**src/rtl/seg7_pkg.sv**
```systemverilog
// Shared constants for the seven-segment scan decoder: segment patterns
// for the ten decimal digits, the invalid-digit code and the FSM states.
package seg7_pkg;

  localparam logic [6:0] SEG_0 = 7'b1111110;
  localparam logic [6:0] SEG_1 = 7'b0110000;
  localparam logic [6:0] SEG_2 = 7'b1101101;
  localparam logic [6:0] SEG_3 = 7'b1111001;
  localparam logic [6:0] SEG_4 = 7'b0110011;
  localparam logic [6:0] SEG_5 = 7'b1011011;
  localparam logic [6:0] SEG_6 = 7'b1011111;
  localparam logic [6:0] SEG_7 = 7'b1110000;
  localparam logic [6:0] SEG_8 = 7'b1111111;
  localparam logic [6:0] SEG_9 = 7'b1111011;

  localparam logic [3:0] DIGIT_INVALID = 4'hF;

  typedef enum logic [1:0] {
    ST_WAIT,
    ST_SETTLE,
    ST_HELD
  } state_t;

endpackage

```
**src/rtl/seg7_lut.sv**
```systemverilog
// Combinational segment-pattern to decimal digit lookup; anything that is
// not one of the ten digit shapes is flagged invalid.
module seg7_lut
  import seg7_pkg::*;
(
  input  logic [6:0] seg,
  output logic       valid,
  output logic [3:0] digit
);

  always_comb begin
    valid = 1'b1;
    digit = 4'd0;
    case (seg)
      SEG_0:   digit = 4'd0;
      SEG_1:   digit = 4'd1;
      SEG_2:   digit = 4'd2;
      SEG_3:   digit = 4'd3;
      SEG_4:   digit = 4'd4;
      SEG_5:   digit = 4'd5;
      SEG_6:   digit = 4'd6;
      SEG_7:   digit = 4'd7;
      SEG_8:   digit = 4'd8;
      SEG_9:   digit = 4'd9;
      default: begin
        valid = 1'b0;
        digit = DIGIT_INVALID;
      end
    endcase
  end

endmodule

```
**src/rtl/seg7_scan_decoder.sv**
```systemverilog
// Recovers the BCD value shown on a multiplexed seven-segment display by
// sampling each digit once it is stable, and publishes frames seen twice.
module seg7_scan_decoder
  import seg7_pkg::*;
#(
  parameter int NDIG   = 4,
  parameter int SETTLE = 4
) (
  input  logic              clk,
  input  logic              rst_n,
  input  logic [NDIG-1:0]   an,
  input  logic [6:0]        seg,
  output logic [4*NDIG-1:0] bcd,
  output logic              bcd_valid,
  output logic              err,
  output logic [NDIG-1:0]   err_digit
);

  localparam logic [7:0] CNT_LAST = 8'(SETTLE - 1);

  state_t            state_reg, state_next;
  logic [NDIG-1:0]   an_lat_reg, an_lat_next;
  logic [6:0]        seg_lat_reg, seg_lat_next;
  logic [7:0]        cnt_reg, cnt_next;
  logic              sample;

  logic [NDIG-1:0]   captured_reg, captured_next;
  logic [4*NDIG-1:0] slots_reg, slots_next;
  logic [4*NDIG-1:0] prev_reg;
  logic              prev_ok_reg;
  logic [NDIG-1:0]   bad_mask;
  logic              frame_full;

  logic              lut_valid;
  logic [3:0]        lut_digit;
  logic [3:0]        digit_dec;

  logic              an_onehot;
  logic              an_same;
  logic              seg_same;

  assign an_onehot = (an != '0) && ((an & (an - NDIG'(1))) == '0);
  assign an_same   = (an == an_lat_reg);
  assign seg_same  = (seg == seg_lat_reg);

  // The latched pattern equals the live input whenever a sample is taken.
  seg7_lut u_lut (
    .seg   (seg_lat_reg),
    .valid (lut_valid),
    .digit (lut_digit)
  );

  assign digit_dec = lut_valid ? lut_digit : DIGIT_INVALID;

  always_ff @(posedge clk or negedge rst_n) begin
    if (!rst_n) begin
      state_reg   <= ST_WAIT;
      an_lat_reg  <= '0;
      seg_lat_reg <= '0;
      cnt_reg     <= '0;
    end else begin
      state_reg   <= state_next;
      an_lat_reg  <= an_lat_next;
      seg_lat_reg <= seg_lat_next;
      cnt_reg     <= cnt_next;
    end
  end

  always_comb begin
    state_next   = state_reg;
    an_lat_next  = an_lat_reg;
    seg_lat_next = seg_lat_reg;
    cnt_next     = cnt_reg;
    sample       = 1'b0;
    case (state_reg)
      ST_SETTLE: begin
        if (!an_same) begin
          if (an_onehot) begin
            an_lat_next  = an;
            seg_lat_next = seg;
            cnt_next     = '0;
          end else begin
            state_next = ST_WAIT;
          end
        end else if (!seg_same) begin
          seg_lat_next = seg;
          cnt_next     = '0;
        end else if (cnt_reg == CNT_LAST) begin
          sample     = 1'b1;
          state_next = ST_HELD;
        end else begin
          cnt_next = cnt_reg + 8'd1;
        end
      end
      // Segment changes are ignored here; only a new digit select matters.
      ST_HELD: begin
        if (!an_same) begin
          if (an_onehot) begin
            an_lat_next  = an;
            seg_lat_next = seg;
            cnt_next     = '0;
            state_next   = ST_SETTLE;
          end else begin
            state_next = ST_WAIT;
          end
        end
      end
      default: begin
        if (an_onehot) begin
          an_lat_next  = an;
          seg_lat_next = seg;
          cnt_next     = '0;
          state_next   = ST_SETTLE;
        end
      end
    endcase
  end

  generate
    for (genvar gi = 0; gi < NDIG; gi++) begin : g_slot
      assign slots_next[4*gi +: 4] = (sample && an_lat_reg[gi]) ? digit_dec
                                                                : slots_reg[4*gi +: 4];
      assign bad_mask[gi] = (slots_reg[4*gi +: 4] == DIGIT_INVALID);
    end
  endgenerate

  // A sample landing in the evaluation cycle already belongs to the next frame.
  assign frame_full    = &captured_reg;
  assign captured_next = (frame_full ? '0 : captured_reg) | (sample ? an_lat_reg : '0);

  always_ff @(posedge clk or negedge rst_n) begin
    if (!rst_n) begin
      captured_reg <= '0;
      slots_reg    <= '0;
      prev_reg     <= '0;
      prev_ok_reg  <= 1'b0;
      bcd          <= '0;
      bcd_valid    <= 1'b0;
      err          <= 1'b0;
      err_digit    <= '0;
    end else begin
      captured_reg <= captured_next;
      slots_reg    <= slots_next;
      bcd_valid    <= 1'b0;
      err          <= 1'b0;
      if (frame_full) begin
        if (bad_mask != '0) begin
          err         <= 1'b1;
          err_digit   <= bad_mask;
          prev_ok_reg <= 1'b0;
        end else begin
          if (prev_ok_reg && (slots_reg == prev_reg) && (slots_reg != bcd)) begin
            bcd       <= slots_reg;
            bcd_valid <= 1'b1;
          end
          prev_reg    <= slots_reg;
          prev_ok_reg <= 1'b1;
        end
      end
    end
  end

endmodule
```
**config.mk**
```make
export PLATFORM = sky130hd
export DESIGN_NAME = seg7_scan_decoder
export DESIGN_NICKNAME = d
export VERILOG_FILES = /design/src/rtl/seg7_pkg.sv /design/src/rtl/seg7_lut.sv /design/src/rtl/seg7_scan_decoder.sv
export SDC_FILE = /design/constraint.sdc
export NUM_CORES = 1
export LEC_CHECK = 0
export BUFFER_PORTS_ARGS = -buffer_cell sky130_fd_sc_hd__buf_2
export CORE_AREA = 5 5 114 73
export CTS_CLUSTER_DIAMETER = 100
export CTS_CLUSTER_SIZE = 25
export DETAILED_ROUTE_END_ITERATION = 8
export DIE_AREA = 0 0 119 78
export HOLD_SLACK_MARGIN = 0.12
export PLACE_DENSITY_LB_ADDON = 0.05
export SLEW_MARGIN = 20
export SYNTH_ARGS = -nofsm -noshare
export SYNTH_HDL_FRONTEND = slang
export SYNTH_SLANG_ARGS = --single-unit
```
**constraint.sdc**
```tcl
create_clock -name clk -period 2.4 [get_ports clk]
set_input_delay 0.36 -clock clk [delete_from_list [all_inputs] [get_ports clk]]
set_output_delay 0.36 -clock clk [all_outputs]
set_load 0.02 [all_outputs]
```
==> flow_summary.toml, run 1 <==
[drt]
wl_per_cell_um = 17.2
drtIter0Drc = 157
vias = 2823
postRouteAntennaNets = 0
routed_wl_um = 8520
dr.pass1.iters = 5
drc_errors = 0
via_per_inst = 5.69

[global_routing]
grt_max_degree = 38
grt_usage_pct = 20.2
grt_first_pass_wirelength_um = 14600
grt_overflow = 0
top_usage_layer = "met1"
antenna_found_initial = 0
use_met1_pct = 31.6
met2_usage_pct = 25.7
use_met3_pct = 7.85
grt_pass1_vias = 2698

[clock_network]
clk_pin_slew_worst_paths_ns = 0.06
ctsHoldBuffers = 1
htreeDepth = 3
cts-root-buf = "clkbuf_16"
cts_buffer_depth = 2
postCtsSetupRepairBufs = 0
ctsResizeCount = 0
cts.sinks = 80
clock_latency_ns = 0.34
cts_tree = "yes"
cts-buffers-inserted = 9

[layout]
instances_no_fill = 496
synthToLayoutAreaGrowth_pct = 14.1
n_antenna_cell = 0
drive_gt1_share_pct = 30.6
fin_nets = 419

[die]
row_count = 24
io_pins = 35
start_util_pct = 58.3
die-area_mm2 = 0.00928
die_h_um = 78
coreArea_mm2 = 0.00709
die_w_um = 119

[timing]
skew_ns = 0.00398
post-route-min-period_ns = 2.22
maxClockFrequency_mhz = 451
slew_viol_final = 0
hold_viol_final = 0
worstMarginPinSlew_ns = 0.507
relSlewSlack_pct = 66.2
setup_viol = 0
rsz0062_at_grt = "no"
fin_crit_sh_pct = 92.4
tns_ns = 0

[worst_hold_path]
min_path_cells = 2
min-delay-path-class = "in -> reg"

[yosys]
synth_edf_count = 0
synth_async_sr_flop_share_pct = 100
synthFlopType = "dfrtp_1"
yosys_register_bits = 80
yosysSeqAreaShare_pct = 48.4
syn_inst = 361
synthesis.nets = 377
synth_top_cell_by_area = "dfrtp_1"
syn_area_mm2 = 0.00413
yosys_warnings = 0
synth_top_area_share_pct = 48.4
synthTopCellsByArea = "dfrtp_1 48%, mux2_2 13%, xor2_1 4.9%, xnor2_1 4.5%, mux2_4 3.3%"
ys_types = 49
synth_area_per_cell_um2 = 11.4

[worst_setup_path]
r2r_cells = 6
worstPathArrival_ns = 2.43
cp-start-kind = "register"
endpoint_kind = "register"
crit_type = "reg -> reg"
worstPathRequired_ns = 2.62
crit_fanout = 10
r2r_slack_ns = 0.18

[placed_design]
io_buffer_count = 34
dpl.cell_count = 482
hpwlAfterDp_um = 6330
place.gp.congestion = 0.892

[outcome]
status = "completed"

[power_and_ir_drop]
power_density_mw_per_mm2 = 667
vdd_drop_max_v = 0.000460
static-leakage-power_nw = 2.34

[flow_run]
max-cap-violations = 0
-- cell families (layout without fill, tap and decap cells) --
| family | Yosys count | after routing | synth area share [%] |
|---|---|---|---|
| fa+ha+maj | 4 | 4 | 1.15 |
| compound gates | 45 | 45 | 6.75 |
| buf+inv | 24 | 68 | 2.66 |
| flops | 80 | 80 | 48.4 |
| xor+xnor | 44 | 44 | 9.32 |
| mux | 59 | 59 | 16.9 |
| simple gates | 105 | 105 | 14.8 |
-- worst max-delay path, stage by stage (launching register included) --
cell and delay [ns]:
dfrtp_1 0.49, xor2_1 0.21, nor4_2 0.38, and4_1 0.35, and2_4 0.23, nand2_2 0.11, mux2_1 0.33
-- metrics by stage --
step / util [%] / hold slack, ns / area [µm²] / setup slack (ns) / power [mW]
after floorplan: - / 0.0644 / 4130 / 0.300 / 1.80
after global placement: 62.7 / 0.363 / 4440 / 0.253 / 1.93
after detailed placement: 62.7 / 0.364 / 4440 / 0.215 / 1.93
after CTS: 66.5 / 0.273 / 4710 / 0.188 / 3.17
after global routing: 66.5 / 0.276 / 4710 / 0.0768 / 3.31
final: 66.5 / 0.282 / 4710 / 0.182 / 3.15
-- final cells by class --
type | instances | area (µm²)
Clock inverter | 1 | 5.00
Fill cell | 552 | 2370
Sequential cell | 80 | 2000
Inverter | 11 | 41.3
Tap cell | 91 | 114
Multi-Input combinational cell | 257 | 2020
Timing Repair Buffer | 44 | 275
Clock buffer | 12 | 256
-- metal layers --
metal,wire length (µm),share of wire (%)
met2,3230,38
met4,94,1.1
met5,0,0
met3,641,7.5
met1,4550,53
-- final timing paths --
path	from	endpoint
min in group asynchronous	rst_n	cnt_reg[4]
worst max register to register	seg_lat_reg[2]	slots_reg[6]
max in group asynchronous	rst_n	bcd[15]
worst min-delay path	seg[0]	seg_lat_reg[0]
worst min register to register	captured_reg[0]	captured_reg[0]
worst max-delay path	seg_lat_reg[2]	slots_reg[6]
-- placed cells by master, fill, tap and decap left out, types with 5 or more instances in the layout --
cell type	netlist	layout
nand4_1	13	13
buf_2	5	33
xnor2_1	21	21
nor3_1	8	8
buf_4	0	8
dfrtp_1	80	80
nand2_2	5	5
a21oi_1	11	11
inv_1	11	11
clkbuf_16	0	9
nor4_1	7	7
o21ai_0	18	18
xor2_1	23	23
mux2_2	46	46
nor2_1	11	11
nand2_1	31	31
mux2_4	9	9
-- power by group --
group	leakage (nW)	switching (mW)	internal, mW	total (mW)
clock	0.130	0.492	0.737	1.23
combinational	1.12	0.215	0.194	0.409
sequential	1.09	0.106	1.40	1.51
-- synth_stat cells (3+ instances only) --
master	number
and2_1	4
buf_2	5
ha_1	3
dfrtp_1	80
mux2_1	3
clkbuf_1	5
nand2_1	31
and4_1	3
nor4_1	7
nand2_2	5
nand4_1	13
nand3_1	3
and3_1	4
a21oi_1	11
nor2_1	11
inv_1	11
mux2_4	9
o21ai_0	18
mux2_2	46
xnor2_1	21
nor3_1	8
xor2_1	23
nand2b_1	4
No activity file was read; power rests on OpenSTA's default activity.
==> inputs of run 2 (changes only) <==
--- a/config.mk
+++ b/config.mk
@@ -6,13 +6,14 @@
 export NUM_CORES = 1
 export LEC_CHECK = 0
 export BUFFER_PORTS_ARGS = -buffer_cell sky130_fd_sc_hd__buf_2
-export CORE_AREA = 5 5 114 73
+export CORE_AREA = 5 5 118 76
 export CTS_CLUSTER_DIAMETER = 100
 export CTS_CLUSTER_SIZE = 25
 export DETAILED_ROUTE_END_ITERATION = 8
-export DIE_AREA = 0 0 119 78
+export DIE_AREA = 0 0 123 81
 export HOLD_SLACK_MARGIN = 0.12
 export PLACE_DENSITY_LB_ADDON = 0.05
+export SETUP_SLACK_MARGIN = 0.4
 export SLEW_MARGIN = 20
 export SYNTH_ARGS = -nofsm -noshare
 export SYNTH_HDL_FRONTEND = slang
==> run 2 against run 1 <==
Against the previous run:
- fmax increased by 5.6%
- register-to-register slack improved by 0.12 ns
- clock skew increased by 0.0029 ns
- critical path type unchanged
==> flow_summary.toml, run 2 (synthesis gave the netlist of run 1 again) <==
[layout]
n_antenna_cell = 0
instances_no_fill = 527
fin_nets = 430
drive_gt1_share_pct = 38.9
final_cell_mix = "71 x dfrtp_1, 45 x mux2_2, 33 x buf_2"
final_common_cell = "dfrtp_1"
synthToLayoutAreaGrowth_pct = 20.8
design_area_mm2 = 0.00499

[power_and_ir_drop]
vdd_drop_max_v = 0.000499
static-leakage-power_nw = 2.48
power_mw = 3.24
power_density_mw_per_mm2 = 649

[worst_setup_path]
crit_type = "reg -> reg"
endpoint_kind = "register"
slowest_delay_ns = 0.45
critPathSlowestCell = "dfrtp_2"
cp-start-kind = "register"
cp-startpoint = "slots_reg[0]"
worstPathBufferInverterCount = 1
worstPathArrival_ns = 2.32
crit_fanout = 16
critical_path.top_delay_family = "simple AND/OR/NAND/NOR gates"
path_cells = "xor2_1 -> nor4_4 -> nand2_2 -> nor4b_4 -> buf_12 -> mux2_2"
rr_startpoint = "slots_reg[0]"
worstPathRequired_ns = 2.62
path_depth = 6
r2r_cells = 6

[clock_network]
cts_buffer_depth = 2
cts_tree = "yes"
htreeDepth = 3
cts.sinks = 80
cts-buffers-inserted = 9
cts-root-buf = "clkbuf_16"
clock_latency_ns = 0.34
clk_pin_slew_worst_paths_ns = 0.06

[die]
io_pins = 35
die_h_um = 81
die-area_mm2 = 0.00996
start_util_pct = 53.9
row_count = 25
coreArea_mm2 = 0.00766
die_w_um = 123

[timing]
maxClockFrequency_mhz = 476
hold_ws_ns = 0.280
worstMarginPinSlew_ns = 0.508
fin_crit_sh_pct = 87.5
post-route-min-period_ns = 2.10
tns_ns = 0
slew_viol_final = 0
hold_viol_final = 0
rsz0062_at_grt = "yes"
skew_ns = 0.00693
setup_viol = 0
relSlewSlack_pct = 66.1

[drt]
postRouteAntennaNets = 0
drtIter0Drc = 193
routed_wl_um = 8740
dr.pass1.iters = 4
vias = 2906
wl_per_cell_um = 16.6
via_per_inst = 5.51
drc_errors = 0

[placed_design]
io_buffer_count = 34
dpl.cell_count = 501
hpwlAfterDp_um = 6230
place.gp.congestion = 0.809
placed_cell_area_mm2 = 0.00448

[global_routing]
grt_max_degree = 54
grt_pass1_vias = 2751
grt_overflow = 0
grt_first_pass_wirelength_um = 14600
grt_usage_pct = 19.4
antenna_found_initial = 0

[worst_hold_path]
min-delay-path-class = "in -> reg"
min_path_cells = 2
hp-start = "seg[0]"

[outcome]
status = "completed"

[flow_run]
max-cap-violations = 0
## run 2: cell types whose count changed in the layout (fill, tap and decap cells not counted), moves of 3 or more
cell      change
dfrtp_2       +9
nand2_4       +4
xnor2_1       -3
nand2_2       -4
clkbuf_1      +3
buf_4         +9
mux2_4        +4
xnor2_2       +3
dfrtp_1       -9
mux2_1        -3
## run 2: metrics by stage
stage / utilization, % / worst slack [ns]
final: 65.1 / 0.300
after global routing: 65.1 / 0.194
after CTS: 63.0 / 0.276
after detailed placement: 58.5 / 0.249
after global placement: 58.5 / 0.303
after floorplan: - / 0.302
## run 2: cell type report
type,instances,area [µm²]
fillers,641,2670
multi-input cells,257,2180
flip-flops and latches,80,2010
repair buffers,55,365
clock buffers,13,240
well taps,108,135
inverters,11,41.3
clock inverters,3,18.8
## run 2: where the power goes
part           switching (mW)  internal, mW
clock network           0.513         0.699
registers              0.0964          1.41
logic                   0.268         0.258
total                   0.877          2.36
## run 2: final timing paths
path / slack [ns] / to
setup / recovery: 0.30 / bcd[7]
hold / removal: 0.28 / seg_lat_reg[0]
setup reg to reg: 0.30 / bcd[7]
hold reg to reg: 0.47 / err_digit[3]
max in group asynchronous: 1.28 / slots_reg[0]
min in group asynchronous: 0.49 / cnt_reg[1]
## run 2: routing by layer
metal	vias up	track usage, %	part of all wire [%]
li1	1394	-	-
met1	1454	30.2	54
met2	49	25.4	40
met3	9	6.12	4.9
met4	0	5.64	1.0
met5	-	0	0
## run 2: timing repair
| item | CTS | global route |
|---|---|---|
| setup buffers | 5 | 4 |
| endpoints found under the setup margin | 26 | 46 |
| endpoints found under the hold margin | 27 | 0 |
| pin swaps | 7 | 16 |
| resized for setup | 9 | 29 |
| hold buffers | 1 | 0 |
